**src/rtl/talco_xdrop_pkg.sv**
```systemverilog
// Purpose: shared types for the TALCO-XDrop tile termination logic.
// Latency: n/a (types only).
// Backpressure: n/a (types only).
package talco_xdrop_pkg;

    // Why a tile stopped; encoding is visible on the term_reason port.
    typedef enum logic [1:0] {
        TERM_NONE  = 2'd0,
        TERM_XDROP = 2'd1,
        TERM_CONV  = 2'd2,
        TERM_END   = 2'd3
    } term_reason_e;

    // Termination monitor control states.
    typedef enum logic [1:0] {
        ST_IDLE = 2'd0,
        ST_RUN  = 2'd1,
        ST_DONE = 2'd2
    } xmon_state_e;

endpackage

```
**src/rtl/xdrop_term_monitor.sv**
```systemverilog
// Purpose: tracks the tile best score/position and applies X-drop, convergence and end-of-tile termination.
// Latency: one cycle from an antidiagonal beat to updated best/count and to done/stop.
// Backpressure: none; accepts one beat per cycle, stop is the only throttle back to the PE array.
module xdrop_term_monitor
    import talco_xdrop_pkg::*;
#(
    parameter int PE_WIDTH   = 16,
    parameter int SEL_WIDTH  = 16,
    parameter int LOG_NUM_PE = 2,
    parameter int CONV_WIDTH = 16,
    parameter int AD_WIDTH   = 16,
    parameter int CONV_RUN   = 2
) (
    input  logic                         clk,
    input  logic                         rst,
    input  logic                         start,
    input  logic        [PE_WIDTH-1:0]   x_drop,
    input  logic                         ad_valid,
    input  logic signed [PE_WIDTH-1:0]   ad_max,
    input  logic        [LOG_NUM_PE-1:0] ad_idx,
    input  logic        [SEL_WIDTH-1:0]  ad_sel,
    input  logic                         ad_last,
    input  logic                         conv_bool,
    input  logic        [CONV_WIDTH-1:0] conv_value,
    output logic                         busy,
    output logic                         stop,
    output logic                         done,
    output logic        [1:0]            term_reason,
    output logic signed [PE_WIDTH-1:0]   best_score,
    output logic        [LOG_NUM_PE-1:0] best_idx,
    output logic        [SEL_WIDTH-1:0]  best_sel,
    output logic        [AD_WIDTH-1:0]   best_ad,
    output logic        [AD_WIDTH-1:0]   ad_count,
    output logic        [CONV_WIDTH-1:0] conv_out
);

    localparam int CNT_W = $clog2(CONV_RUN + 1);
    localparam logic [CNT_W-1:0] CONV_RUN_C = CNT_W'(CONV_RUN);

    xmon_state_e           state;
    xmon_state_e           state_nxt;
    logic                  first;
    logic [PE_WIDTH-1:0]   x_drop_q;
    logic [CNT_W-1:0]      conv_cnt;
    logic [CNT_W-1:0]      conv_cnt_nxt;
    logic                  beat;
    logic                  best_upd;
    logic                  drop_hit;
    logic                  conv_hit;
    logic                  term;
    term_reason_e          reason_nxt;
    // Two guard bits: ad_max + x_drop spans the signed minimum up to
    // max-positive plus a full-range unsigned threshold, so the sum never wraps.
    logic signed [PE_WIDTH+1:0] drop_lhs;
    logic signed [PE_WIDTH+1:0] drop_rhs;

    // State register.
    always_ff @(posedge clk) begin
        if (rst) begin
            state <= ST_IDLE;
        end else begin
            state <= state_nxt;
        end
    end

    // Beat qualification, best/X-drop/convergence decisions and next state.
    always_comb begin
        beat         = (state == ST_RUN) && ad_valid && !start;
        drop_lhs     = {{2{ad_max[PE_WIDTH-1]}}, ad_max} + {2'b00, x_drop_q};
        drop_rhs     = {{2{best_score[PE_WIDTH-1]}}, best_score};
        drop_hit     = beat && !first && (drop_lhs < drop_rhs);
        best_upd     = beat && (first || (ad_max > best_score));
        conv_cnt_nxt = '0;
        if (conv_bool && (conv_value != '0)) begin
            conv_cnt_nxt = (conv_cnt == CONV_RUN_C) ? conv_cnt : conv_cnt + 1'b1;
        end
        conv_hit     = beat && (conv_cnt_nxt == CONV_RUN_C);
        term         = drop_hit || conv_hit || (beat && ad_last);
        reason_nxt   = TERM_NONE;
        if (drop_hit) begin
            reason_nxt = TERM_XDROP;
        end else if (conv_hit) begin
            reason_nxt = TERM_CONV;
        end else if (beat && ad_last) begin
            reason_nxt = TERM_END;
        end
        state_nxt = state;
        if (start) begin
            state_nxt = ST_RUN;
        end else if ((state == ST_RUN) && term) begin
            state_nxt = ST_DONE;
        end
    end

    // Result registers: cleared by start, updated per beat, frozen once done.
    always_ff @(posedge clk) begin
        if (rst) begin
            busy        <= 1'b0;
            stop        <= 1'b0;
            done        <= 1'b0;
            term_reason <= 2'd0;
            best_score  <= '0;
            best_idx    <= '0;
            best_sel    <= '0;
            best_ad     <= '0;
            ad_count    <= '0;
            conv_out    <= '0;
            conv_cnt    <= '0;
            first       <= 1'b0;
            x_drop_q    <= '0;
        end else begin
            done <= 1'b0;
            busy <= (state_nxt == ST_RUN);
            if (start) begin
                stop        <= 1'b0;
                term_reason <= 2'd0;
                best_score  <= '0;
                best_idx    <= '0;
                best_sel    <= '0;
                best_ad     <= '0;
                ad_count    <= '0;
                conv_out    <= '0;
                conv_cnt    <= '0;
                first       <= 1'b1;
                x_drop_q    <= x_drop;
            end else if (beat) begin
                first    <= 1'b0;
                conv_cnt <= conv_cnt_nxt;
                if (ad_count != '1) begin
                    ad_count <= ad_count + 1'b1;
                end
                if (best_upd) begin
                    best_score <= ad_max;
                    best_idx   <= ad_idx;
                    best_sel   <= ad_sel;
                    best_ad    <= ad_count;
                end
                if (conv_hit) begin
                    conv_out <= conv_value;
                end
                if (term) begin
                    done        <= 1'b1;
                    stop        <= 1'b1;
                    term_reason <= reason_nxt;
                end
            end
        end
    end

endmodule

```
**config.mk**
```make
export PLATFORM = sky130hd
export DESIGN_NAME = xdrop_term_monitor
export DESIGN_NICKNAME = d
export VERILOG_FILES = /design/src/rtl/talco_xdrop_pkg.sv /design/src/rtl/xdrop_term_monitor.sv
export SDC_FILE = /design/constraint.sdc
export NUM_CORES = 1
export LEC_CHECK = 0
export ABC_AREA = 1
export CAP_MARGIN = 10
export CORE_MARGIN = 4
export CORE_UTILIZATION = 54
export DETAILED_ROUTE_END_ITERATION = 10
export GPL_ROUTABILITY_DRIVEN = 0
export PLACE_DENSITY = 0.91
export RECOVER_POWER = 50
export SYNTH_ARGS = -nofsm -noshare
export SYNTH_HDL_FRONTEND = slang
export SYNTH_SLANG_ARGS = --single-unit
```
**constraint.sdc**
```tcl
create_clock -name clk -period 9 [get_ports clk]
set_input_delay 0.9 -clock clk [delete_from_list [all_inputs] [get_ports clk]]
set_output_delay 0.9 -clock clk [all_outputs]
set_load 0.05 [all_outputs]
```
# Yosys cells after proc, flatten, opt, wreduce, memory -nomap -nowiden
# Index checks and enable logic that the tools add are counted.
word_totals:
  out_inout_bits: 87
  reg_bits: 108
classes:
  n_addsub: 3
  bitwise: 1
  muxes: 10
  n_eq_ne: 5
  n_reduce_logical: 22
  n_lt_le_gt_ge: 2
op_table:
  columns: ["operator", "n"]
  rows:
  - ["adder 16 x 17 -> 18 bit", 1]
  - ["< comparator 18 x 16 -> 1 bit", 1]
  - ["adder 16 x 1 -> 16 bit (second input constant)", 1]
  - ["greater-than comparator 16 bit", 1]
  - ["!= test 16 bit (second input constant)", 1]
  - ["nonzero test 16 bit", 1]
  - ["2-to-1 mux 2 bit", 7]
  - ["logical AND 1 bit", 9]
  - ["AND reduction 2 bit", 4]
  - ["== test 2 x 1 -> 1 bit (second input constant)", 2]
  - ["== test 2 bit (second input constant)", 2]
  - ["logical OR 1 bit", 3]
  - ["2-to-1 mux 1 bit", 3]
  - ["OR reduction 3 bit", 1]
  - ["adder 2 x 1 -> 2 bit (second input constant)", 1]
  - ["logical NOT 1 bit", 2]
  - ["nonzero test 2 bit", 1]
  - ["OR reduction 2 bit", 1]
  - ["NOT 1 bit", 1]

# Logic depth before layout (Yosys ltp)
# Gate-level depths: netlist of run 1.
logic_depth:
  depth_word: 11
  depth_mapped: 23
  mapped_depth_nobuf: 23

# Worst setup path before layout of run 1
# Ideal clock, no wire load.
synth_timing:
  kind: "input port to flip-flop"
  from: "input port ad_max[0]"
  to: "register stop"
  t_arrival_ns: 3.579
  path_stages: 20
  slack_ns: 5.305
  setup_time_ns: 0.116
  path_cell_list: "ha_1 > fa_1 > nand3_1 > nand2_1 > a21boi_0 > o21ai_0 > nand3_1 > nand4_1 > xor2_1 > ha_1 > nand2_1 > nor2_1 > and2_1 > nand3b_1 > nand3_1 > nand2_1 > nand3_1 > nand2_1 > o21ai_0 > inv_1"
synth_via:
  elab_chain_cells: 6
synth_lines:
  columns: ["element", "line_no", "source"]
  rows:
  - ["start, declared", "xdrop_term_monitor.sv:19", "input logic signed [PE_WIDTH-1:0] ad_max,"]
  - ["adder 16 x 17 -> 18 bit", "xdrop_term_monitor.sv:69", "drop_lhs = {{2{ad_max[PE_WIDTH-1]}}, ad_max} + {2'b00, x_drop_q};"]
  - ["< comparator 18 x 16 -> 1 bit", "xdrop_term_monitor.sv:71", "drop_hit = beat && !first && (drop_lhs < drop_rhs);"]
  - ["logical AND 1 bit", "xdrop_term_monitor.sv:71", null]
  - ["logical OR 1 bit (2 in series)", "xdrop_term_monitor.sv:78", "term = drop_hit || conv_hit || (beat && ad_last);"]
  - ["AND reduction 2 bit (no line)", null, null]
  - ["end signal, assigned", "xdrop_term_monitor.sv:99", "stop <= 1'b0;"]
  - ["end signal, assigned", "xdrop_term_monitor.sv:115", "stop <= 1'b0;"]
  - ["end signal, assigned", "xdrop_term_monitor.sv:143", "stop <= 1'b1;"]
  - ["end, declared", "xdrop_term_monitor.sv:26", "output logic stop,"]
# Every way passes these cells.
# A chain may end at the register's enable or synchronous reset.

# Worst setup path after layout of run 1
layout_timing:
  from: "input port ad_max[0]"
  to: "register busy"
layout_via:
  elab_chain_cells: 9
layout_lines:
  columns: ["element", "line_no", "source"]
  rows:
  - ["adder 16 x 17 -> 18 bit", "xdrop_term_monitor.sv:69", null]
  - ["< comparator 18 x 16 -> 1 bit", "xdrop_term_monitor.sv:71", null]
  - ["logical AND 1 bit", "xdrop_term_monitor.sv:71", null]
  - ["logical OR 1 bit (2 in series)", "xdrop_term_monitor.sv:78", null]
  - ["logical AND 1 bit", "xdrop_term_monitor.sv:90", "end else if ((state == ST_RUN) && term) begin"]
  - ["2-to-1 mux 2 bit", "xdrop_term_monitor.sv:90", null]
  - ["2-to-1 mux 2 bit", "xdrop_term_monitor.sv:88", "if (start) begin"]
  - ["== test 2 x 1 -> 1 bit", "xdrop_term_monitor.sv:113", "busy <= (state_nxt == ST_RUN);"]
  - ["end signal, assigned", "xdrop_term_monitor.sv:113", null]
  - ["end, declared", "xdrop_term_monitor.sv:25", "output logic busy,"]
# Every way passes these cells.

==> results of run 1 <==
## final timing paths
path | slack, ns | depth (start not counted) | endpoint
hold reg to reg | 0.48 | 2 | best_sel[2]$_SDFFE_PP0P_
hold / removal | 0.48 | 2 | best_sel[2]$_SDFFE_PP0P_
setup / recovery | 4.62 | 22 | busy$_SDFF_PP0_
setup reg to reg | 5.34 | 21 | busy$_SDFF_PP0_
## final cells by class
| class | instances | area, sq um | area share (%) |
|---|---|---|---|
| multi-input combinational | 638 | 3398 | 42.17 |
| sequential | 108 | 2162 | 26.83 |
| timing repair buffer | 160 | 1597 | 19.81 |
| inverter | 111 | 416.7 | 5.170 |
| clock buffer | 9 | 225.2 | 2.795 |
| tap | 140 | 175.2 | 2.174 |
| clock inverter | 7 | 85.08 | 1.056 |
## cells in the mapped netlist (all sizes together), types with 3 or more instances
| cell type | n |
|---|---|
| nand2 | 154 |
| dfxtp | 108 |
| nand3 | 73 |
| clkbuf | 11 |
| buf | 25 |
| nand4 | 8 |
| nor3 | 15 |
| o21ai | 53 |
| o21bai | 3 |
| a21oi | 90 |
| xor2 | 15 |
| inv | 111 |
| a21o | 5 |
| ha | 52 |
| nor2 | 154 |
## report_power, final
| part | switching [mW] | internal [mW] | leakage, nW |
|---|---|---|---|
| Sequential | 0.00611 | 0.488 | 0.876 |
| Combinational | 0.147 | 0.0984 | 2.64 |
| Clock | 0.193 | 0.221 | 0.154 |
## per-layer routing
layer	global-route usage [%]	up-vias	share of wire (%)
li1	-	3167	-
met1	31.02	2836	42
met2	42.21	248	46
met3	8.947	31	9.9
met4	6.886	0	2.0
met5	0	-	0
## worst max-delay path, delay by kind of cell
kind            cells  cell delay, ns
fa+ha+maj           3            0.99
buf+inv             1            0.43
compound gates      2            0.53
xor+xnor            1            0.17
simple gates       15            1.60
## registers in the layout, summed over array words and instances (netlist names)
| signal | cells |
|---|---|
| ad_count | 16 |
| term_reason | 2 |
| state | 2 |
| busy | 1 |
| conv_out | 16 |
| conv_cnt | 2 |
| best_sel | 16 |
| x_drop_q | 16 |
| best_score | 16 |
| stop | 1 |
| best_ad | 16 |
| done | 1 |
| first | 1 |
| best_idx | 2 |
## kinds of logic after synthesis
logic type | synth area share (%)
simple gates | 28.00
compound gates | 13.63
buf+inv | 10.42
flops | 34.88
xor+xnor | 2.261
fa+ha+maj | 10.82
==> impl_metrics.py, run 1 <==
metrics = {
    "cells_and_area": {
        "area_delta_synth_final_pct": 30.02,
        "postLayoutCoreUtil_pct": 73.06,
        "layout-drive-gt1-share_pct": 3.388,
        "layout_common_cells": "nor2_1, nand2_1, inv_1, dfxtp_1, a21oi_1",
        "num-fill-cells": 879,
        "antennaDiodeCount": 0,
        "nets": 1153,
        "final_common_cell": "nor2_1",
        "fin_area_sq_um": 8059,
        "fin_cells": 1173,
    },
    "power_and_ir_drop": {
        "total_power_mw": 1.153,
        "leakage_nw": 3.670,
        "peakVddDrop_v": 0.0001313,
        "power.density_nw_per_um2": 143.1,
    },
    "logic_synthesis": {
        "post_synth_num_cell_types": 43,
        "synth-seq-area-share_pct": 34.88,
        "netlist.area_leader.share_pct": 34.88,
        "synth_area_sq_um": 6198,
        "syn_avg_cell_area_sq_um": 6.941,
        "ys.warnings.count": 0,
        "synth_flop_cell": "dfxtp_1",
        "synth.net_count": 1018,
        "synth_area_leader_cell": "dfxtp_1",
        "async_reset_ff_share_pct": 0,
        "synth_edf_count": 0,
        "synth.top_cells.by_area": "dfxtp_1, ha_1, nor2_1, nand2_1, a21oi_1",
        "ys_ff_latch": 108,
        "syn_inst": 893,
    },
    "critical_path": {
        "r2r-start": "x_drop_q[0]$_SDFFE_PP0P_",
        "crit_path_start": "ad_max[0]",
        "cp-start-kind": "input port",
        "crit_path_end_kind": "register",
        "arrival_ns": 4.66,
        "path_cells": "clkdlybuf4s50_1 > ha_1 > fa_1 > nand3_1 > nand2_1 > a21boi_0 > o21ai_0 > nand3_1 > nand4_1 > xor2_1 > ha_1 > nand2_1 > nor2_1 > and2_1 > nand3b_1 > nand3_1 > nand2_1 > nand3_1 > nand3_1 > nand2_1 > nand2_1 > nor2_1",
        "path_class": "input port to register",
        "crit_fanout": 6,
        "max_stage_delay_ns": 0.43,
        "slowest_stage": "clkdlybuf4s50_1",
        "critPathRequiredTime_ns": 9.28,
    },
    "clock_network": {
        "root_buffer": "clkbuf_16",
        "ctsHtreeMaxLevel": 3,
        "clk_pin_slew_ns": 0.08,
        "ctsResizeCount": 0,
        "cts_tree": "yes",
        "cts_sinks": 108,
        "clk_latency_ns": 0.35,
        "cts_hold_buf": 0,
        "post_cts.repair.setup_buffers": 0,
        "numCtsBuffers": 9,
        "cts_buffer_depth": 2,
    },
    "hold_path": {
        "hold_class": "register to register",
        "min_from": "best_sel[2]$_SDFFE_PP0P_",
    },
    "floorplan": {
        "die_h_microns": 115.1,
        "core_area_sq_um": 11030,
        "pin_count": 159,
        "initial_core_util_pct": 56.19,
        "dieArea_sq_um": 13260,
        "die_w_microns": 115.1,
        "std_cell_rows": 38,
    },
    "timing": {
        "finalSetupTns_ns": 0,
        "tightest_slew_ns": 1.018,
        "setup_viol": 0,
        "hold_violations": 0,
        "holdWs_ns": 0.4790,
        "clock.fmax_ghz": 0.2282,
        "rsz0062_at_grt": "false",
        "fin_ws_ns": 4.618,
        "slew_violations": 0,
        "slew_headroom_pct": 32.16,
        "period_share_pct": 48.68,
        "skew_ns": 0.009561,
        "period_needed_ns": 4.382,
    },
    "route": {
        "ant_nets": 0,
        "wl_mm": 16.70,
        "drc": 0,
        "drtPass1Iterations": 5,
        "via_per_inst": 5.355,
        "initialDrtViolationCount": 456,
        "vias": 6282,
        "wl_per_cell_microns": 14.24,
    },
    "placement": {
        "dpl.hpwl_mm": 11.92,
        "io_buffers": 158,
        "postPlaceCellArea_sq_um": 7749,
        "placed_cells": 1157,
        "dp_slack_ns": 4.402,
    },
    "global_routing": {
        "antenna_found_initial": 0,
        "grt_pass1_vias": 5968,
        "grt_pass1_wl_mm": 27.74,
        "grt_max_degree": 106,
        "overflow": 0,
        "track_usage_pct": 25.30,
    },
    "run_status": {
        "status": "finished, final reports clean",
    },
    "flow_run": {
        "cap_violations": 0,
    },
}
(Power assumes the default switching activity.)
==> inputs of run 2 (changes only) <==
--- a/config.mk
+++ b/config.mk
@@ -8,10 +8,10 @@
 export ABC_AREA = 1
 export CAP_MARGIN = 10
 export CORE_MARGIN = 4
-export CORE_UTILIZATION = 54
+export CORE_UTILIZATION = 45
 export DETAILED_ROUTE_END_ITERATION = 10
 export GPL_ROUTABILITY_DRIVEN = 0
-export PLACE_DENSITY = 0.91
+export PLACE_DENSITY = 0.81
 export RECOVER_POWER = 50
 export SYNTH_ARGS = -nofsm -noshare
 export SYNTH_HDL_FRONTEND = slang
==> constraint.sdc (replaced) <==
create_clock -name clk -period 3.6 [get_ports clk]
set_input_delay 0.36 -clock clk [delete_from_list [all_inputs] [get_ports clk]]
set_output_delay 0.36 -clock clk [all_outputs]
set_load 0.05 [all_outputs]
==> impl_metrics.py, run 2 (synthesized netlist as in run 1, its figures left out) <==
metrics = {
    "clock_network": {
        "root_buffer": "clkbuf_16",
        "cts_hold_buf": 0,
        "cts_buffer_depth": 2,
        "ctsHtreeMaxLevel": 3,
        "cts_sinks": 108,
        "clk_pin_slew_ns": 0.07,
        "clk_latency_ns": 0.35,
        "post_cts.repair.setup_buffers": 0,
        "cts_tree": "yes",
        "numCtsBuffers": 9,
    },
    "global_routing": {
        "grt_pass1_vias": 5624,
        "grt_max_degree": 106,
        "antenna_found_initial": 0,
        "grt_util_met3_pct": 7.932,
        "grt_pass1_wl_mm": 26.80,
        "track_usage_pct": 20.34,
        "busiest_layer": "met2",
        "overflow": 0,
        "use_met2_pct": 33.72,
        "grt_use_met1_pct": 25.25,
    },
    "timing": {
        "hold_violations": 0,
        "slew_headroom_pct": 27.17,
        "setup_viol": 0,
        "finalSetupTns_ns": 0,
        "fin_ws_ns": 0.3225,
        "period_share_pct": 91.04,
        "tightest_slew_ns": 1.092,
        "rsz0062_at_grt": "false",
        "skew_ns": 0.007569,
        "slew_violations": 0,
        "clock.fmax_ghz": 0.3051,
        "period_needed_ns": 3.277,
    },
    "power_and_ir_drop": {
        "power.density_nw_per_um2": 342.2,
        "peakVddDrop_v": 0.0003510,
        "leakage_nw": 3.768,
        "total_power_mw": 2.830,
    },
    "critical_path": {
        "crit_buf_inv": 1,
        "cp-start-kind": "input port",
        "crit_path_end_kind": "register",
        "r2r_cells": 21,
        "cp_top_family": "simple AND/OR/NAND/NOR gates",
        "regToRegEndpoint": "busy$_SDFF_PP0_",
        "arrival_ns": 3.57,
        "slowest_stage": "clkdlybuf4s50_1",
        "path_cells": "clkdlybuf4s50_1 > ha_1 > fa_1 > nand3_1 > nand2_1 > a21boi_1 > o21ai_1 > nand3_1 > nand4_1 > xor2_1 > ha_1 > nand2_1 > nor2_1 > and2_1 > nand3b_1 > nand3_1 > nand2_1 > nand3_1 > nand3_1 > nand2_1 > nand2_1 > nor2_1",
        "critPathRequiredTime_ns": 3.89,
        "path_class": "input port to register",
        "r2r_slack_ns": 0.48,
        "r2r-start": "x_drop_q[0]$_SDFFE_PP0P_",
        "crit_fanout": 4,
        "max_stage_delay_ns": 0.43,
    },
    "floorplan": {
        "core_area_sq_um": 13350,
        "die_w_microns": 125.4,
        "pin_count": 159,
        "initial_core_util_pct": 46.44,
        "die_h_microns": 125.4,
        "dieArea_sq_um": 15720,
        "std_cell_rows": 42,
    },
    "route": {
        "drtPass1Iterations": 7,
        "wl_per_cell_microns": 13.27,
        "via_per_inst": 4.980,
        "vias": 6155,
        "ant_nets": 0,
        "drc": 0,
        "wl_mm": 16.40,
        "initialDrtViolationCount": 295,
    },
    "placement": {
        "dpl.hpwl_mm": 12.26,
        "dp_slack_ns": -0.1040,
        "io_buffers": 158,
    },
    "hold_path": {
        "min_path_cells": 2,
        "holdPathEnd": "stop$_SDFFE_PP0P_",
        "hold_class": "register to register",
        "min_from": "stop$_SDFFE_PP0P_",
    },
    "cells_and_area": {
        "layout-drive-gt1-share_pct": 5.377,
        "nets": 1180,
        "layout_common_cells": "nor2_1, nand2_1, inv_1, dfxtp_1, a21oi_1",
        "antennaDiodeCount": 0,
        "area_delta_synth_final_pct": 33.45,
    },
    "flow_run": {
        "cap_violations": 0,
    },
    "run_status": {
        "status": "finished, final reports clean",
    },
}
run 2: timing repair:
action	in CTS	in global routing
endpoints found under the hold margin	0	0
setup endpoints to repair	0	6
gates resized for setup	0	2
run 2: where the power goes:
part	total [mW]	internal, mW	switching [mW]
registers	1.24	1.22	0.0151
clock network	0.955	0.495	0.461
logic	0.640	0.276	0.364
run 2: worst register-to-register path, stage by stage, from the launching register on:
cell and delay, ns:
dfxtp_1 0.32, ha_1 0.21, fa_1 0.38, nand3_1 0.10, nand2_1 0.08, a21boi_1 0.17
o21ai_1 0.12, nand3_1 0.09, nand4_1 0.10, xor2_1 0.16, ha_1 0.28, nand2_1 0.07
nor2_1 0.13, and2_1 0.16, nand3b_1 0.10, nand3_1 0.10, nand2_1 0.05, nand3_1 0.13
nand3_1 0.09, nand2_1 0.06, nand2_1 0.07, nor2_1 0.10
run 2: metrics by stage:
step / hold slack [ns] / std cells / area, sq um / utilization (%)
CTS: 0.4855 / 1236 / 8302 / 62.20
detailed placement: 0.4671 / 1220 / 8021 / 60.10
floorplan: 0.4291 / 893 / 6198 / -
global route: 0.5042 / 1236 / 8272 / 61.97
finish: 0.4753 / 1236 / 8272 / 61.97
global placement: 0.4595 / 1220 / 8021 / 60.10
run 2: routing by layer:
metal	part of all wire (%)	vias to the layer above
li1	-	3211
met1	44	2759
met2	47	168
met3	7.9	17
met5	0	-
met4	1.1	0
run 2: worst max-delay path by stage:
stage | slack (ns) | endpoint | cells past startpoint | startpoint
floorplan | 0.44 | stop$_SDFFE_PP0P_ | 20 | ad_max[0]
global placement | -0.05 | term_reason[1]$_SDFFE_PP0P_ | 20 | ad_max[0]
detailed placement | -0.10 | term_reason[1]$_SDFFE_PP0P_ | 20 | ad_max[0]
CTS | 0.24 | stop$_SDFFE_PP0P_ | 21 | ad_max[0]
global route | 0.03 | state[0]$_SDFF_PP0_ | 23 | ad_max[0]
finish | 0.32 | busy$_SDFF_PP0_ | 22 | ad_max[0]
run 2: layout make-up:
class,instances,area [sq um]
Clock buffer,12,246.5
Tap cell,176,220.2
Clock inverter,4,33.78
Multi-Input combinational cell,638,3381
Sequential cell,108,2162
Timing Repair Buffer,187,1812
Inverter,111,416.7
Fill cell,1242,5076
==> inputs of run 3 (changes only) <==
--- a/config.mk
+++ b/config.mk
@@ -11,6 +11,7 @@
 export CORE_UTILIZATION = 45
 export DETAILED_ROUTE_END_ITERATION = 10
 export GPL_ROUTABILITY_DRIVEN = 0
+export GPL_TIMING_DRIVEN = 0
 export PLACE_DENSITY = 0.81
 export RECOVER_POWER = 50
 export SYNTH_ARGS = -nofsm -noshare
==> impl_metrics.py, run 3 (synthesized netlist as in run 1, its figures left out) <==
metrics = {
    "run_status": {
        "status": "finished, final reports clean",
    },
    "hold_path": {
        "holdPathEnd": "x_drop_q[5]$_SDFFE_PP0P_",
        "min_path_cells": 3,
        "hold_class": "input port to register",
        "min_from": "start",
    },
    "timing": {
        "slew_violations": 0,
        "slew_headroom_pct": 52.81,
        "period_needed_ns": 3.318,
        "hold_violations": 0,
        "setup_viol": 0,
        "period_share_pct": 92.18,
        "skew_ns": 0.01057,
        "tightest_slew_ns": 0.7052,
        "clock.fmax_ghz": 0.3013,
    },
    "route": {
        "ant_nets": 0,
        "via_per_inst": 5.072,
        "drc": 0,
        "vias": 6305,
        "initialDrtViolationCount": 440,
        "drtPass1Iterations": 5,
        "wl_per_cell_microns": 14.21,
        "wl_mm": 17.66,
    },
    "clock_network": {
        "cts_buffer_depth": 2,
        "clk_latency_ns": 0.36,
        "ctsHtreeMaxLevel": 3,
        "cts_tree": "yes",
        "root_buffer": "clkbuf_16",
        "numCtsBuffers": 9,
        "cts_sinks": 108,
        "clk_pin_slew_ns": 0.08,
        "cts_hold_buf": 0,
    },
    "power_and_ir_drop": {
        "power.density_nw_per_um2": 344.9,
        "total_power_mw": 2.897,
        "peakVddDrop_v": 0.0003316,
        "leakage_nw": 3.779,
    },
    "placement": {
        "io_buffers": 157,
        "dpl.hpwl_mm": 13.42,
    },
    "critical_path": {
        "crit_path_end_kind": "register",
        "path_class": "input port to register",
        "r2r_slack_ns": 0.37,
        "r2r-start": "x_drop_q[0]$_SDFFE_PP0P_",
        "cp-start-kind": "input port",
        "r2r_cells": 21,
        "critPathRequiredTime_ns": 3.90,
        "arrival_ns": 3.62,
        "crit_fanout": 6,
        "regToRegEndpoint": "busy$_SDFF_PP0_",
    },
    "floorplan": {
        "die_h_microns": 125.4,
        "dieArea_sq_um": 15720,
        "initial_core_util_pct": 46.44,
        "std_cell_rows": 42,
        "pin_count": 159,
        "core_area_sq_um": 13350,
        "die_w_microns": 125.4,
    },
    "global_routing": {
        "grt_util_met3_pct": 7.122,
        "overflow": 0,
        "grt_use_met1_pct": 27.75,
        "grt_pass1_vias": 5962,
        "busiest_layer": "met2",
        "antenna_found_initial": 2,
        "track_usage_pct": 21.96,
        "use_met2_pct": 36.03,
        "grt_max_degree": 20,
        "grt_pass1_wl_mm": 28.53,
    },
    "cells_and_area": {
        "layout_common_cells": "nor2_1, nand2_1, dfxtp_1, inv_1, a21oi_1",
        "postLayoutCoreUtil_pct": 62.92,
        "area_delta_synth_final_pct": 35.49,
        "antennaDiodeCount": 0,
        "nets": 1187,
        "layout-drive-gt1-share_pct": 6.279,
        "final_common_cell": "nor2_1",
    },
    "flow_run": {
        "cap_violations": 0,
    },
}
## run 3: worst max path at each step
stage                     from                 to  slack, ns  cells after the start
floorplan            ad_max[0]  stop$_SDFFE_PP0P_       0.44                     20
global placement     ad_max[0]    busy$_SDFF_PP0_      -0.47                     21
detailed placement   ad_max[0]    busy$_SDFF_PP0_      -0.53                     22
CTS                  ad_max[0]    busy$_SDFF_PP0_       0.04                     22
global route        ad_max[11]    busy$_SDFF_PP0_      -0.01                     20
finish              ad_max[11]    busy$_SDFF_PP0_       0.28                     21
## run 3: metal layers
metal  wire length [microns]  up-vias
met4                     291        4
met1                    7763     2860
met5                      16        -
li1                        -     3235
met3                    1279       26
met2                    8311      180
## run 3: what timing repair did
action                     CTS  global route
setup endpoints to repair    7             7
pin swaps                    0             2
gates resized for setup      3            17
gates cloned                 0             0
setup buffers                0             1
## run 3: cell type report
cell class	count	area (sq um)
plain buffers	36	227.7
clock buffers	10	229.0
clock inverters	6	56.30
fillers	1263	4950
inverters	111	416.7
multi-input cells	638	3497
flip-flops and latches	108	2162
well taps	176	220.2
repair buffers	158	1589
## run 3: through the flow
| step | setup slack [ns] | cells | hold slack [ns] | setup TNS (ns) | area, sq um |
|---|---|---|---|---|---|
| after floorplan | 0.4447 | 893 | 0.4291 | 0 | 6198 |
| after global placement | -0.4675 | 1226 | 0.4591 | -2.792 | 7990 |
| after detailed placement | -0.5322 | 1226 | 0.4638 | -3.140 | 7990 |
| after CTS | 0.04238 | 1242 | 0.3711 | 0 | 8280 |
| after global routing | -0.01215 | 1243 | 0.4180 | -0.01996 | 8398 |
| final | 0.2816 | 1243 | 0.3888 | 0 | 8398 |
## run 3: critical path, cell delays in order
cell and delay, ns:
clkdlybuf4s50_1 0.48, ha_1 0.39, nand2_1 0.17, inv_1 0.05, nand2_1 0.06, nand2_1 0.08
a221oi_1 0.25, nand3_1 0.12, xor2_1 0.17, ha_1 0.36, nand2_1 0.08, nor2_1 0.12
and2_1 0.16, nand3b_1 0.11, nand3_1 0.10, nand2_1 0.09, nand3_4 0.11, nand3_1 0.08
nand2_1 0.07, nand2_1 0.07, nor2_1 0.11
## run 3: power by group
| group | internal (mW) | total [mW] | switching (mW) |
|---|---|---|---|
| Sequential | 1.22 | 1.24 | 0.0176 |
| Clock | 0.487 | 0.986 | 0.499 |
| Combinational | 0.286 | 0.674 | 0.388 |
